--- src/rtl/popcount_stream_pkg.sv ---
// popcount_pkg: shared definitions for the popcount_stream block.
//   state_t : controller state encoding (IDLE / RUN / DONE), also exported
//             on the top-level debug port.
//   clog2() : constant ceil(log2(v)) used to size counters and ports.
package popcount_pkg;

    typedef enum logic [1:0] {
        ST_IDLE = 2'd0,
        ST_RUN  = 2'd1,
        ST_DONE = 2'd2
    } state_t;

    // Smallest r with 2**r >= v. clog2(1) = 0, clog2(1025) = 11.
    function automatic int clog2(input int v);
        int r;
        r = 0;
        while ((1 << r) < v) begin
            r = r + 1;
        end
        return r;
    endfunction

endpackage

--- src/rtl/popcount_stream_if.sv ---
// popcount_stream_if: input and result channels of popcount_stream.
//   in_valid/in_ready/in_data/thresh      : vector + threshold channel
//   out_valid/out_ready/out_count/out_ge  : result channel
// Handshake: a channel transfers on a rising edge where valid and ready are
// both 1. The producer holds payload stable while valid=1 and ready=0; ready
// may depend on state only, never combinationally on valid.
// Modports: slave = popcount_stream side, master = producer/consumer side.
interface popcount_stream_if #(
    parameter int DATA_W = 1024,
    parameter int CNT_W  = 11
);

    logic              in_valid;
    logic              in_ready;
    logic [DATA_W-1:0] in_data;
    logic [CNT_W-1:0]  thresh;
    logic              out_valid;
    logic              out_ready;
    logic [CNT_W-1:0]  out_count;
    logic              out_ge;

    modport master (
        output in_valid, in_data, thresh, out_ready,
        input  in_ready, out_valid, out_count, out_ge
    );

    modport slave (
        input  in_valid, in_data, thresh, out_ready,
        output in_ready, out_valid, out_count, out_ge
    );

endinterface

--- src/rtl/popcount_stream_pop_chunk.sv ---
// pop_chunk: combinational popcount of one CHUNK_W-bit slice.
//   i_bits  : CHUNK_W bits to count
//   o_count : number of 1-bits, clog2(CHUNK_W+1) bits wide
// Built as a balanced binary adder tree in heap order: node n has children
// 2n and 2n+1, leaves sit at CHUNK_W..2*CHUNK_W-1, the root is node 1.
// CHUNK_W must be a power of two so the tree is complete.
module pop_chunk
    import popcount_pkg::*;
#(
    parameter int CHUNK_W = 64,
    parameter int OUT_W   = clog2(CHUNK_W + 1)
) (
    input  logic [CHUNK_W-1:0] i_bits,
    output logic [OUT_W-1:0]   o_count
);

    logic [OUT_W-1:0] w_node [1:2*CHUNK_W-1];

    genvar k;
    generate
        for (k = 0; k < CHUNK_W; k++) begin : g_leaf
            assign w_node[CHUNK_W + k] = OUT_W'(i_bits[k]);
        end
        // Every partial sum fits in OUT_W because the root bound is CHUNK_W.
        for (k = 1; k < CHUNK_W; k++) begin : g_node
            assign w_node[k] = w_node[2*k] + w_node[2*k + 1];
        end
    endgenerate

    assign o_count = w_node[1];

endmodule

--- src/rtl/popcount_stream.sv ---
// popcount_stream: counts the 1-bits of a DATA_W-bit vector, CHUNK_W bits
// per cycle, and compares the total against a captured threshold.
//   clk, rst  : clock, synchronous active-high reset
//   bus       : popcount_stream_if.slave (vector in, count/compare out)
//   o_state   : current controller state, for debug and checkers
// A vector is accepted in IDLE, walked through NCHUNK RUN cycles, then held
// in DONE until the consumer takes it.
module popcount_stream
    import popcount_pkg::*;
#(
    parameter int DATA_W  = 1024,
    parameter int CHUNK_W = 64
) (
    input  logic                clk,
    input  logic                rst,
    popcount_stream_if.slave    bus,
    output state_t              o_state
);

    localparam int NCHUNK = DATA_W / CHUNK_W;
    localparam int CNT_W  = clog2(DATA_W + 1);
    localparam int PC_W   = clog2(CHUNK_W + 1);
    // Keep the chunk counter at least one bit wide for the NCHUNK=1 build.
    localparam int CC_W   = (NCHUNK > 1) ? clog2(NCHUNK) : 1;

    generate
        if (CHUNK_W < 2 || (CHUNK_W & (CHUNK_W - 1)) != 0 || (DATA_W % CHUNK_W) != 0) begin : g_bad_params
            $error("popcount_stream: CHUNK_W must be a power of two >= 2 dividing DATA_W");
        end
    endgenerate

    state_t             r_state;
    state_t             w_next;
    logic [DATA_W-1:0]  r_sh;
    logic [CNT_W-1:0]   r_thr;
    logic [CNT_W-1:0]   r_acc;
    logic [CC_W-1:0]    r_chunk;
    logic [PC_W-1:0]    w_pc;
    logic               w_last;

    pop_chunk #(
        .CHUNK_W (CHUNK_W),
        .OUT_W   (PC_W)
    ) u_pop_chunk (
        .i_bits  (r_sh[CHUNK_W-1:0]),
        .o_count (w_pc)
    );

    assign w_last = (r_chunk == CC_W'(NCHUNK - 1));

    always_comb begin
        w_next = r_state;
        case (r_state)
            ST_IDLE: if (bus.in_valid)  w_next = ST_RUN;
            ST_RUN:  if (w_last)        w_next = ST_DONE;
            ST_DONE: if (bus.out_ready) w_next = ST_IDLE;
            default:                    w_next = ST_IDLE;
        endcase
    end

    always_ff @(posedge clk) begin
        if (rst) begin
            r_state <= ST_IDLE;
            r_sh    <= '0;
            r_thr   <= '0;
            r_acc   <= '0;
            r_chunk <= '0;
        end else begin
            r_state <= w_next;
            case (r_state)
                ST_IDLE: begin
                    if (bus.in_valid) begin
                        r_sh    <= bus.in_data;
                        r_thr   <= bus.thresh;
                        r_acc   <= '0;
                        r_chunk <= '0;
                    end
                end
                ST_RUN: begin
                    // Accumulator cannot overflow: its maximum is DATA_W.
                    r_acc   <= r_acc + CNT_W'(w_pc);
                    r_sh    <= r_sh >> CHUNK_W;
                    r_chunk <= r_chunk + CC_W'(1);
                end
                default: ;
            endcase
        end
    end

    // Result fields read zero outside DONE so a consumer sees no stale data.
    assign bus.in_ready  = (r_state == ST_IDLE);
    assign bus.out_valid = (r_state == ST_DONE);
    assign bus.out_count = (r_state == ST_DONE) ? r_acc : '0;
    assign bus.out_ge    = (r_state == ST_DONE) && (r_acc >= r_thr);
    assign o_state       = r_state;

endmodule

--- src/flat_wrapper.sv ---
// flat-port wrapper written by rule: the top's interface ports become plain ports
module popcount_stream_flat import popcount_pkg::*;
#(
    parameter int DATA_W  = 1024,
    parameter int CHUNK_W = 64
)
  (clk, rst, o_state, bus_in_valid, bus_in_data, bus_thresh, bus_out_ready, bus_in_ready, bus_out_valid, bus_out_count, bus_out_ge);
  popcount_stream_if #(.DATA_W(DATA_W), .CNT_W((11))) bus_i ();
  input  logic clk;
  input  logic rst;
  output state_t o_state;
  input wire logic [$bits(bus_i.in_valid)-1:0] bus_in_valid;
  input wire logic [$bits(bus_i.in_data)-1:0] bus_in_data;
  input wire logic [$bits(bus_i.thresh)-1:0] bus_thresh;
  input wire logic [$bits(bus_i.out_ready)-1:0] bus_out_ready;
  output wire logic [$bits(bus_i.in_ready)-1:0] bus_in_ready;
  output wire logic [$bits(bus_i.out_valid)-1:0] bus_out_valid;
  output wire logic [$bits(bus_i.out_count)-1:0] bus_out_count;
  output wire logic [$bits(bus_i.out_ge)-1:0] bus_out_ge;
  assign bus_i.in_valid = bus_in_valid;
  assign bus_i.in_data = bus_in_data;
  assign bus_i.thresh = bus_thresh;
  assign bus_i.out_ready = bus_out_ready;
  assign bus_in_ready = bus_i.in_ready;
  assign bus_out_valid = bus_i.out_valid;
  assign bus_out_count = bus_i.out_count;
  assign bus_out_ge = bus_i.out_ge;
  popcount_stream #(.DATA_W(DATA_W), .CHUNK_W(CHUNK_W)) u_core (.clk(clk), .rst(rst), .bus(bus_i), .o_state(o_state));
endmodule
--- config.mk ---
export PLATFORM = sky130hd
export DESIGN_NAME = popcount_stream_flat
export DESIGN_NICKNAME = d
export VERILOG_FILES = /design/src/rtl/popcount_stream_pkg.sv /design/src/rtl/popcount_stream_if.sv /design/src/rtl/popcount_stream_pop_chunk.sv /design/src/rtl/popcount_stream.sv /design/src/flat_wrapper.sv
export SDC_FILE = /design/constraint.sdc
export NUM_CORES = 2
export LEC_CHECK = 0
export ABC_AREA = 1
export BUFFER_PORTS_ARGS = -buffer_cell sky130_fd_sc_hd__buf_2
export CAP_MARGIN = 5
export CORE_AREA = 3 3 413 415
export CTS_BUF_LIST = sky130_fd_sc_hd__clkbuf_8 sky130_fd_sc_hd__clkbuf_16
export DETAILED_ROUTE_END_ITERATION = 6
export DIE_AREA = 0 0 416 418
export PLACE_DENSITY = 0.53
export SYNTH_ARGS = -nofsm -noshare
export SYNTH_HDL_FRONTEND = slang
export SYNTH_SLANG_ARGS = --single-unit
export TNS_END_PERCENT = 1
--- constraint.sdc ---
create_clock -name clk -period 19 [get_ports clk]
set_input_delay 0 -clock clk [delete_from_list [all_inputs] [get_ports clk]]
set_output_delay 0 -clock clk [all_outputs]
set_load 0.01 [all_outputs]
==> run_results.csv <==
group,metric,value,unit
run_status,status,"finished, violations left",
run_status,violations,"design-rule violations, negative hold slack",
synthesis,synthDistinctLibCells,29,
floorplanning,coreArea,167000,µm²
timing,max_slew_margin,1.02,%
finish,post-route-util,42.3,%
routing,dr.pass1.iters,7,
clocking,cts_made_buffers,120,
routing,drt_iter0_drc,4642,
floorplanning,dieArea,174000,µm²
min_path,hold_path.class,"input port to register",
pwr,ir_drop,0.000353,V
floorplanning,io_pins,1055,
timing,holdWs,-0.0550,ns
synthesis,yosys_warnings,0,
timing,fin_crit,6.47,ns
placement,hpwl,155000,µm
timing,finalSetupViolCount,0,
finish,area_delta_synth_final,45.8,%
routing,wl,224000,µm
global_routing,antenna_found_initial,53,
global_routing,grt_use_met1,28.6,%
setup_path,start_kind,"register",
placement,place_inst,9574,
placement,io_buffers,1054,
synthesis,yosysSeqAreaShare,43.5,%
finish,design_area,70600,µm²
finish,instances_no_fill,11000,
clocking,clk_latency,0.74,ns
routing,antenna_left,0,
placement,gp_congestion,0.942,
global_routing,top_usage_layer,"met2",
synthesis,synth_top_cell_area_share,43.5,%
pwr,leakagePower,30.8,nW
setup_path,critPathMaxFanout,5,
timing,tns,0,ns
pwr,total_power,8.01,mW
floorplanning,start_util,29.0,%
synthesis,synthTopCellsByArea,"dfxtp_1 (43%), o21ai_0 (17%), nand2_1 (11%), a21oi_1 (8.1%), inv_1 (6.8%)",
timing,finalCritPeriodShare,34.1,%
routing,wl_per_cell,20.3,µm
placement,pre_cts_slack,12.54,ns
setup_path,arrival,7.09,ns
synthesis,synth_top_area_cell,"dfxtp_1",
global_routing,grt_first_pass_wirelength,326000,µm
clocking,cts_tree,"done",
setup_path,endpoint_kind,"register",
setup_path,path_class,"register to register",
timing,rsz0062_at_grt,"no",
finish,fillers,16800,
floorplanning,die_h,418,µm
timing,tightestPinTransition,1.48,ns
clocking,cts_max_path_buffers,3,
routing,routed_via_density,4.88,
finish,final_nets,9844,
timing,timing.fmax,155,MHz
routing,drc,2,
timing,hold_violations,6,
global_routing,use_met2,42.4,%
floorplanning,die_x,416,µm
synthesis,avgSynthCellArea,7.09,µm²
routing,dr_total_vias,53900,
floorplanning,row_count,150,
clocking,cts_root_buffer,"clkbuf_16",
synthesis,syn-num-nets,7994,
clocking,clkSinkCount,1052,
global_routing,grt_max_degree,301,
synthesis,syn_inst,6832,
clocking,clk_pin_slew,0.06,ns
global_routing,met3_usage,3.89,%
global_routing,grt_pass1_vias,52900,
synthesis,synth_seq_cells,1052,
clocking,postCtsSetupBuffers,0,
placement,postPlaceCellArea,54500,µm²
setup_path,required,19.62,ns
global_routing,overflow,0,
finish,drive_gt1_share,15.0,%
timing,drv_slew,0,
pwr,p_per_area,113,nW/µm²
timing,fin_worst_skew,0.0345,ns
clocking,htree_levels,3,
global_routing,track_usage,24.5,%
flow_run,timing.max_cap.violations,0,
timing,setup_slack,12.53,ns
synthesis,netlist_area,48400,µm²
## kinds of logic (layout without fill, tap and decap cells)
family	after synthesis	count (layout)	synth area share (%)
AOI/OAI and AO/OA	2725	2725	28.9
and+or+nand+nor	1485	1485	11.6
buffers and inverters	1443	3397	11.8
DFF	1052	1052	43.5
adders and majority gates	123	123	4.12
xor gates and xnor gates	4	4	0.0723
other	0	44	0
## flip-flops by register name, indices dropped and copies added (netlist names)
name,flops
u_core.r_sh,1024
u_core.r_thr,11
u_core.r_acc,11
u_core.o_state,2
u_core.r_chunk,4
## placed cells by master, fill, tap and decap left out, drive strengths merged, types with 16 or more instances in the layout
master	count
a31oi	278
nor2	34
dfxtp	1052
diode	44
buf	1100
inv	908
clkinv	34
dlygate4sd3	1190
o21ai	1661
clkbuf	153
a21oi	784
nand3	16
nand2	1429
ha	62
fa	61
## Yosys cell counts
library cell,count
fa_1,61
o21ai_1,18
o21ai_0,1643
inv_4,1
nand2_2,1
ha_1,62
a31oi_1,278
nand3_1,16
a21oi_1,784
nand4_1,3
o21a_1,1
o21bai_1,1
buf_4,15
nand2_4,2
nor2_4,1
inv_2,2
inv_1,878
xor2_1,2
dfxtp_1,1052
buf_6,3
buf_2,178
or2_2,1
nor2_1,33
nor4_1,1
nor3_1,1
buf_1,8
xnor2_1,2
clkbuf_1,358
nand2_1,1426
## where the power goes
group          internal [mW]  switching (mW)  total [mW]
combinational           1.24            1.84        3.08
clock                   1.39            1.01        2.40
sequential              2.45          0.0880        2.54
total                   5.08            2.93        8.01
## routing by layer
layer | share of wire, % | vias to the layer above | wire length (µm)
met2 | 49 | 2196 | 109000
met5 | 0.045 | - | 100
met1 | 39 | 24800 | 87200
li1 | - | 26100 | -
met3 | 5.7 | 724 | 12800
met4 | 6.7 | 14 | 15100
## what timing repair did
action / CTS / global route
hold endpoints to repair: 1016 / 2
hold buffers: 1188 / 2
resized for setup: 0 / 0
setup endpoints to repair: 0 / 0
## area by class of cell
cell class	instances	area (µm²)	share of cell area, %
clock inverters	73	616	0.872
flip-flops and latches	1052	21100	29.8
clock buffers	153	3470	4.91
well taps	2204	2760	3.91
inverters	881	3340	4.73
multi-input cells	4337	21700	30.7
repair buffers	2290	17600	24.9
diodes	44	110	0.156
## worst paths after layout
check	cells after the start	start	to	slack, ns
worst min register to register	2	u_core.r_sh[99]	u_core.r_sh[99]	0.44
worst max register to register	24	u_core.r_sh[10]	u_core.r_acc[10]	12.53
worst max-delay path	24	u_core.r_sh[10]	u_core.r_acc[10]	12.53
worst min-delay path	5	bus_in_data[680]	u_core.r_sh[680]	-0.05
## critical path, cell delays in order (launching register included)
cell,delay [ns]
dfxtp_1,0.32
ha_1,0.32
fa_1,0.55
inv_1,0.05
fa_1,0.46
fa_1,0.55
inv_1,0.06
fa_1,0.49
inv_1,0.06
fa_1,0.41
inv_1,0.08
fa_1,0.46
fa_1,0.46
ha_1,0.23
fa_1,0.46
nand3_1,0.10
nand2_1,0.06
xor2_1,0.15
ha_1,0.33
a21oi_1,0.25
nor2_1,0.07
nor2_1,0.10
nand2_1,0.12
a21oi_1,0.15
nor2_1,0.07
(Power assumes the default switching activity.)
